**src/rtl/multi_led_toggle_pkg.sv**
```systemverilog
// Package shared by the multi-channel LED toggle slice.
// Holds the board clock frequency and the default timing constants
// derived from it.
package led_toggle_pkg;

    localparam int CLOCK_FREQ_HZ = 50_000_000;

    // 10 ms debounce window and 250 ms blink phase at the board clock.
    localparam int DEFAULT_DEBOUNCE_CYCLES   = CLOCK_FREQ_HZ / 100;
    localparam int DEFAULT_BLINK_HALF_PERIOD = CLOCK_FREQ_HZ / 4;

    localparam int DEFAULT_NUM_CHANNELS = 4;

endpackage

```
**src/rtl/multi_led_toggle_if.sv**
```systemverilog
// Button/LED bundle between the board pins and multi_led_toggle.
//   button_n   : inverting, asynchronous push buttons (one per channel)
//   blink_mode : per channel, 0 = steady, 1 = blink when enabled
//   led        : registered LED drive
//   pressed    : registered one-cycle pulse per accepted press
// master drives buttons/modes, slave (the toggle block) drives led/pressed.
interface multi_led_toggle_if
    import led_toggle_pkg::*;
#(
    parameter int NUM_CHANNELS = DEFAULT_NUM_CHANNELS
);

    logic [NUM_CHANNELS-1:0] button_n;
    logic [NUM_CHANNELS-1:0] blink_mode;
    logic [NUM_CHANNELS-1:0] led;
    logic [NUM_CHANNELS-1:0] pressed;

    modport master (
        output button_n,
        output blink_mode,
        input  led,
        input  pressed
    );

    modport slave (
        input  button_n,
        input  blink_mode,
        output led,
        output pressed
    );

endinterface

```
**src/rtl/multi_led_toggle_button_debouncer.sv**
```systemverilog
// Single-channel button conditioner: 2-FF synchroniser, counter-based
// debouncer and falling-edge press detector.
//   clock    : system clock
//   reset    : synchronous active-high reset
//   button_n : raw inverting push button
//   pressed  : high for the one cycle in which the debounced level has just
//              fallen (decoded from registers, so glitch-free); the top
//              registers it and toggles its enable on the same edge.
module button_debouncer
    import led_toggle_pkg::*;
#(
    parameter int DEBOUNCE_CYCLES = DEFAULT_DEBOUNCE_CYCLES
) (
    input  logic clock,
    input  logic reset,
    input  logic button_n,
    output logic pressed
);

    localparam int              CNT_W    = $clog2(DEBOUNCE_CYCLES + 1);
    localparam logic [CNT_W-1:0] CNT_LAST = CNT_W'(DEBOUNCE_CYCLES - 1);

    logic             sync1;
    logic             sync2;
    logic             stable_n;
    logic             stable_n_q;
    logic [CNT_W-1:0] count;

    always_ff @(posedge clock) begin
        if (reset) begin
            sync1      <= 1'b1;
            sync2      <= 1'b1;
            stable_n   <= 1'b1;
            stable_n_q <= 1'b1;
            count      <= '0;
        end else begin
            sync1      <= button_n;
            sync2      <= sync1;
            stable_n_q <= stable_n;
            // Any return to the accepted level restarts the window.
            if (sync2 == stable_n) begin
                count <= '0;
            end else if (count < CNT_LAST) begin
                count <= count + CNT_W'(1);
            end else begin
                stable_n <= sync2;
                count    <= '0;
            end
        end
    end

    assign pressed = stable_n_q & ~stable_n;

endmodule

```
**src/rtl/multi_led_toggle.sv**
```systemverilog
// Multi-channel push-button LED toggle.
// Each channel debounces its button; every accepted press toggles that
// channel's enable. Enabled channels are steady or blink from one shared
// free-running timebase depending on blink_mode.
//   clock : system clock
//   reset : synchronous active-high reset
//   bus   : button_n / blink_mode in, led / pressed out (slave side)
module multi_led_toggle
    import led_toggle_pkg::*;
#(
    parameter int NUM_CHANNELS      = DEFAULT_NUM_CHANNELS,
    parameter int DEBOUNCE_CYCLES   = DEFAULT_DEBOUNCE_CYCLES,
    parameter int BLINK_HALF_PERIOD = DEFAULT_BLINK_HALF_PERIOD
) (
    input  logic                     clock,
    input  logic                     reset,
    multi_led_toggle_if.slave        bus
);

    localparam int               BLINK_W    = $clog2(BLINK_HALF_PERIOD + 1);
    localparam logic [BLINK_W-1:0] BLINK_LAST = BLINK_W'(BLINK_HALF_PERIOD - 1);

    logic [NUM_CHANNELS-1:0] press_now;
    logic [NUM_CHANNELS-1:0] enable;
    logic [BLINK_W-1:0]      blink_count;
    logic                    blink_phase;

    for (genvar i = 0; i < NUM_CHANNELS; i++) begin : g_chan
        button_debouncer #(
            .DEBOUNCE_CYCLES(DEBOUNCE_CYCLES)
        ) u_debouncer (
            .clock    (clock),
            .reset    (reset),
            .button_n (bus.button_n[i]),
            .pressed  (press_now[i])
        );
    end

    always_ff @(posedge clock) begin
        if (reset) begin
            blink_count <= '0;
            blink_phase <= 1'b1;
            enable      <= '0;
            bus.pressed <= '0;
            bus.led     <= '0;
        end else begin
            // Timebase never restarts on enable/mode changes so all blinking
            // channels stay in phase with each other.
            if (blink_count == BLINK_LAST) begin
                blink_count <= '0;
                blink_phase <= ~blink_phase;
            end else begin
                blink_count <= blink_count + BLINK_W'(1);
            end
            enable      <= enable ^ press_now;
            bus.pressed <= press_now;
            bus.led     <= enable & (~bus.blink_mode | {NUM_CHANNELS{blink_phase}});
        end
    end

endmodule
```
**src/flat_wrapper.sv**
```systemverilog
// flat-port wrapper written by rule: the top's interface ports become plain ports
module multi_led_toggle_flat import led_toggle_pkg::*;
#(
    parameter int NUM_CHANNELS      = DEFAULT_NUM_CHANNELS,
    parameter int DEBOUNCE_CYCLES   = DEFAULT_DEBOUNCE_CYCLES,
    parameter int BLINK_HALF_PERIOD = DEFAULT_BLINK_HALF_PERIOD
)
  (clock, reset, bus_button_n, bus_blink_mode, bus_led, bus_pressed);
  multi_led_toggle_if #(.NUM_CHANNELS(NUM_CHANNELS)) bus_i ();
  input  logic clock;
  input  logic reset;
  input wire logic [$bits(bus_i.button_n)-1:0] bus_button_n;
  input wire logic [$bits(bus_i.blink_mode)-1:0] bus_blink_mode;
  output wire logic [$bits(bus_i.led)-1:0] bus_led;
  output wire logic [$bits(bus_i.pressed)-1:0] bus_pressed;
  assign bus_i.button_n = bus_button_n;
  assign bus_i.blink_mode = bus_blink_mode;
  assign bus_led = bus_i.led;
  assign bus_pressed = bus_i.pressed;
  multi_led_toggle #(.NUM_CHANNELS(NUM_CHANNELS), .DEBOUNCE_CYCLES(DEBOUNCE_CYCLES), .BLINK_HALF_PERIOD(BLINK_HALF_PERIOD)) u_core (.clock(clock), .reset(reset), .bus(bus_i));
endmodule
```
**config.mk**
```make
export PLATFORM = sky130hd
export DESIGN_NAME = multi_led_toggle_flat
export DESIGN_NICKNAME = d
export VERILOG_FILES = /design/src/rtl/multi_led_toggle_pkg.sv /design/src/rtl/multi_led_toggle_if.sv /design/src/rtl/multi_led_toggle_button_debouncer.sv /design/src/rtl/multi_led_toggle.sv /design/src/flat_wrapper.sv
export SDC_FILE = /design/constraint.sdc
export NUM_CORES = 1
export LEC_CHECK = 0
export ABC_AREA = 0
export ABC_CLOCK_PERIOD_IN_PS = 2000
export CORE_ASPECT_RATIO = 1.75
export CORE_UTILIZATION = 50
export DETAILED_ROUTE_END_ITERATION = 16
export HOLD_SLACK_MARGIN = 0.02
export PLACE_DENSITY = 0.67
export SYNTH_ARGS = -nofsm -noshare
export SYNTH_HDL_FRONTEND = slang
export SYNTH_SLANG_ARGS = --single-unit
```
**constraint.sdc**
```tcl
create_clock -name clock -period 2 [get_ports clock]
set_input_delay 0.4 -clock clock [delete_from_list [all_inputs] [get_ports clock]]
set_output_delay 0.4 -clock clock [all_outputs]
set_load 0.1 [all_outputs]
```
[Yosys cells after proc, flatten, opt, wreduce, memory -nomap -nowiden]
Index checks and enable logic that the tools add are counted.
Cells by class
  reduce and logical (&&, ||, !) cells: 9
  bitwise gates (word level): 21
  order comparisons: 4
  equality and inequality tests: 5
  add/sub/neg operators: 5
Operators with widths (count)
  adder 19 x 1 -> 19 bit, second input constant: 4
  < comparator 19 bit, second input constant: 4
  adder 24 x 1 -> 24 bit, second input constant: 1
  equality test 24 bit, second input constant: 1
  inverter 1 bit: 13
  OR reduction 3 bit: 4
  AND reduction 2 bit: 4
  bitwise AND 1 bit: 4
  bitwise AND 4 bit: 1
  equality test 1 bit: 4
  inverter 4 bit: 1
  OR 4 bit: 1
  bitwise XOR 4 bit: 1
  OR reduction 2 bit: 1
Word-level totals
  output and inout port bits: 8
  logic and storage cells: 69
  register bits: 129
  input bits: 10

[Logic depth before layout (Yosys ltp)]
  word-level depth: 3
  gate-level depth with buffers: 7
  mapped depth without buffers: 5

[Hierarchy]
Synthesis repeated with hierarchy kept, for this count alone.
Unflattened totals
  cell total of the unflattened synthesis: 666
  area total of the unflattened synthesis: 6125.9 um^2
Modules (own cells, without submodules)
  button_debouncer: area each 1141.1 um^2, sequential area each 460.4 um^2, cells an instance 123, instances 4
  multi_led_toggle: area each 1561.5 um^2, sequential area each 740.7 um^2, cells an instance 174, instances 1

[Worst setup path before layout]
Ideal clock, no wire load.
  kind: flip-flop to flip-flop
  from: reg u_core.blink_count[9]
  to: reg u_core.blink_count[21]
  cell stages (with the launch flop): 6
  setup slack: 222 ps
  buffers on the path: 1
  data required time: 1870 ps
  library setup time: 130 ps
  arrival time: 1648 ps
  clock period less this slack: 1778 ps
  path through: dfxtp_1 -> or4b_1 -> or3_4 -> o21ai_4 -> buf_4 -> a21oi_1
Between the ends
  longest elaborated chain between the ends: 2
  elaborated cells between the ends (all ways): 3
  classes of those cells: add/sub (1); eq/ne (1); reduce/logical (1)
Ends and longest elaborated chain
  from (decl): RTL line multi_led_toggle.sv:25  | logic [BLINK_W-1:0] blink_count;
  from (signal assigned): RTL line multi_led_toggle.sv:53  | blink_count <= blink_count + BLINK_W'(1);
  parallel branches: the longest is 2 deep, another holds adder 24 x 1 -> 24 bit
Several ways; the timed one is not identified.
A chain may end at the register's enable or synchronous reset.

[Worst setup path after layout]
  from: reg u_core.g_chan[3].u_debouncer.count[11]
  to: reg u_core.g_chan[3].u_debouncer.count[6]
Between the ends
  longest elaborated chain between the ends: 3
Ends and longest elaborated chain
  from (decl): RTL line multi_led_toggle_button_debouncer.sv:27  | logic [CNT_W-1:0] count;
  from (signal assigned): RTL line multi_led_toggle_button_debouncer.sv:44  | count <= count + CNT_W'(1);
  < comparator 19 bit: RTL line multi_led_toggle_button_debouncer.sv:43  | end else if (count < CNT_LAST) begin
  inverter 1 bit (no line)
  OR reduction 3 bit (no line)
Every way passes these cells.

==> results by group <==
Status
  – Outcome: finished clean

Setup path
  – Arrival time worst endpoint: 2.26 ns
  – Worst reg2reg startpoint: u_core.g_chan[3].u_debouncer.count[11]
  – CP Max Fanout: 18
  – CP max stage cell: or4_4
  – CP endpoint kind: register
  – CP Cell Sequence: or4_4, a211oi_4, o21bai_4, buf_4, a211oi_2
  – Reg2reg end: u_core.g_chan[3].u_debouncer.count[6]
  – WS Path Type: reg -> reg
  – Worst Path Required: 2.33 ns
  – Capture point of the worst path: u_core.g_chan[3].u_debouncer.count[6]
  – CP max stage delay: 0.58 ns
  – R2R cell count: 5
  – Worst reg-to-reg setup slack: 0.06 ns
  – CP startpoint: u_core.g_chan[3].u_debouncer.count[11]
  – Startpoint Class: register

Routing
  – Antenna viol nets, final: 0
  – Initial DRC Count: 219
  – Drt first pass iters: 4
  – Vias: 4644
  – Final WL: 11.63 mm
  – Via-to-Cell Ratio: 5.783
  – Routed len/inst: 14.48 um
  – DRC viols: 0

Floorplanning
  – I/O pin count: 18
  – Starting Density: 0.5116
  – Die Width: 82.57 um
  – Rows: 51
  – Die area: 11810 um^2
  – Core area: 11100 um^2
  – Chip height: 143 um

Final layout
  – Layout cells sized above 1: 0.1371
  – Nets: 675
  – Final instance area: 6703 um^2
  – Reg area: 2582 um^2
  – Synth-to-Final Area Change: 18.00%
  – Fill count: 968
  – Multi-input combinational cell area: 2938 um^2
  – Antenna Cells: 0

STA
  – Hold Slack: 0.4053 ns
  – Crit share post-route: 0.9682
  – Fin crit period: 1.936 ns
  – Setup clock skew after layout: 0.008032 ns
  – Final setup violation count: 0
  – Fmax achieved: 516.4 MHz
  – Slew @ Worst Pin: 0.5246 ns
  – Max Transition Viols Final: 0
  – Final Hold Fails: 0
  – Slew HR: 0.6493

Yosys
  – Post-synth top cells: dfxtp_1 (129), nor2_1 (65), xnor2_1 (37)
  – Yosys cell types: 52
  – Post-Syn Area: 5680 um^2
  – Area share of the largest cell type after synthesis: 0.4546
  – Avg Inst Size Synth: 9.177 um^2
  – Post-synth ARST share: 0
  – Most frequent cell after synthesis: dfxtp_1
  – #FFs+latches synth: 129
  – Sequential share of the synthesized area: 0.4546
  – Synth top area cells: dfxtp_1 (45%), xnor2_1 (5.7%), xor2_1 (5.1%), nor2_1 (4.3%), nand4_1 (3.0%)
  – Yosys warnings: 0
  – Most used DFF post-synth: dfxtp_1
  – Syn Nets: 634
  – Post-synth EDFFs: 0
  – Synth area leader: dfxtp_1
  – Cells after Synth: 619

Pwr
  – Switching share of total power: 0.2037
  – Leak: 0.002215 uW
  – Peak VDD IR: 0.0006304 V
  – Clk pwr share: 0.509
  – P per Cell Area: 847.2 nW/um^2
  – Internal power: 4522 uW
  – Gate power share: 0.029
  – Register share of total power: 0.462
  – Switch Pwr: 1157 uW
  – Tot Pwr: 5679 uW

Min path
  – Tightest Hold Check Type: reg -> reg

Placement
  – GP Congestion: 0.7565
  – Number of buffers added on ports: 17
  – Cell Area, Placed: 6103 um^2
  – Post-detail-place hpwl: 7.908 mm

Global routing
  – Largest net degree at the start of global routing: 25
  – Total gr overflow: 0
  – Initial antenna violation count: 0
  – Vias in the first global route: 4491
  – GRT Total Usage: 0.2142
  – First-pass GRT wire length: 19.68 mm

Clocking
  – TritonCTS clock tree: yes
  – CTS Hold Buffers Added: 0
  – Clock network latency to the later pin of the worst-skew pair: 0.41 ns
  – TritonCTS buffer count: 17
  – Clock-pin slew on the worst setup and hold paths: 0.06 ns
  – Clk sinks: 129
  – Root Buffer: clkbuf_16
  – CTS Buffer Depth: 2
  – CTS H-tree lvls: 4

Run
  – Max-cap viol count: 0
## stage by stage
stage | instances | utilization | setup WS, ns | TNS, ns
after floorplan | 619 | - | 0.2220 | 0
after global placement | 768 | 0.5497 | 0.1379 | 0
after detailed placement | 768 | 0.5497 | 0.08176 | 0
after CTS | 798 | 0.6000 | 0.05135 | 0
after global routing | 803 | 0.6037 | -0.01502 | -0.03746
final | 803 | 0.6037 | 0.06356 | 0
## final cells by class
class | count | share of cell area
clock buffer | 25 | 0.07542
clock inverter | 5 | 0.007840
inverter | 17 | 0.009520
multi-input combinational | 452 | 0.4383
sequential | 129 | 0.3853
tap | 132 | 0.02464
timing repair buffer | 43 | 0.05899
## power by group through the flow
stage	clock network, uW	registers, uW	logic, uW
6_report	2890	2620	165
5_1_grt	3070	2620	180
3_5_place_dp	0	2670	165
3_3_place_gp	0	2670	162
4_1_cts	2950	2620	166
2_1_floorplan	0	2700	76.8
## worst max-delay path: cells and delay by family (launching register included)
family,cells,cell delay [ns]
DFF,1,0.35
buffers and inverters,1,0.20
and+or+nand+nor,1,0.58
AOI/OAI and AO/OA,3,0.72
## what timing repair did
item | in CTS | in global routing
gates resized for setup | 0 | 1
setup buffers | 0 | 5
setup endpoints to repair | 0 | 6
## placed cells by master, fill, tap and decap left out, types with 17 or more instances in the layout
cell / count
a21oi_1: 20
and4_1: 17
buf_4: 30
clkbuf_16: 17
dfxtp_1: 129
inv_1: 17
nand2_1: 32
nand3_1: 32
nand4_1: 27
nor2_1: 65
nor3_1: 27
o21ai_0: 17
or3_1: 18
xnor2_1: 37
xor2_1: 33
## worst min-delay path by stage
stage | end | cells past startpoint | from | slack [ns]
floorplan | u_core.g_chan[0].u_debouncer.sync2 | 1 | u_core.g_chan[0].u_debouncer.sync1 | 0.39
global placement | u_core.g_chan[2].u_debouncer.sync2 | 1 | u_core.g_chan[2].u_debouncer.sync1 | 0.39
detailed placement | u_core.g_chan[1].u_debouncer.sync2 | 1 | u_core.g_chan[1].u_debouncer.sync1 | 0.40
CTS | u_core.g_chan[1].u_debouncer.sync2 | 1 | u_core.g_chan[1].u_debouncer.sync1 | 0.41
global route | u_core.g_chan[1].u_debouncer.sync2 | 1 | u_core.g_chan[1].u_debouncer.sync1 | 0.42
finish | u_core.g_chan[1].u_debouncer.sync2 | 1 | u_core.g_chan[1].u_debouncer.sync1 | 0.41
## state kept, by name, summed over array words and instances, names as in the netlist
register / flops
u_core.g_chan.u_debouncer.count: 76
u_core.blink_count: 24
u_core.bus.led: 4
u_core.bus.pressed: 4
u_core.enable: 4
u_core.g_chan.u_debouncer.stable_n: 4
u_core.g_chan.u_debouncer.stable_n_q: 4
u_core.g_chan.u_debouncer.sync1: 4
u_core.g_chan.u_debouncer.sync2: 4
u_core.blink_phase: 1
## layer usage
metal | track usage | part of all wire
met1 | 0.2226 | 0.40
met2 | 0.3923 | 0.54
met3 | 0.04728 | 0.028
met4 | 0.1016 | 0.026
met5 | 0 | 0
## cell families after synthesis
| kind of cell | synth area share |
|---|---|
| adders and majority gates | 0.01101 |
| DFF | 0.4546 |
| AOI/OAI and AO/OA | 0.1141 |
| buffers and inverters | 0.02885 |
| xor gates and xnor gates | 0.1079 |
| muxes | 0.005287 |
| and+or+nand+nor | 0.2782 |
(Power assumes the default switching activity.)
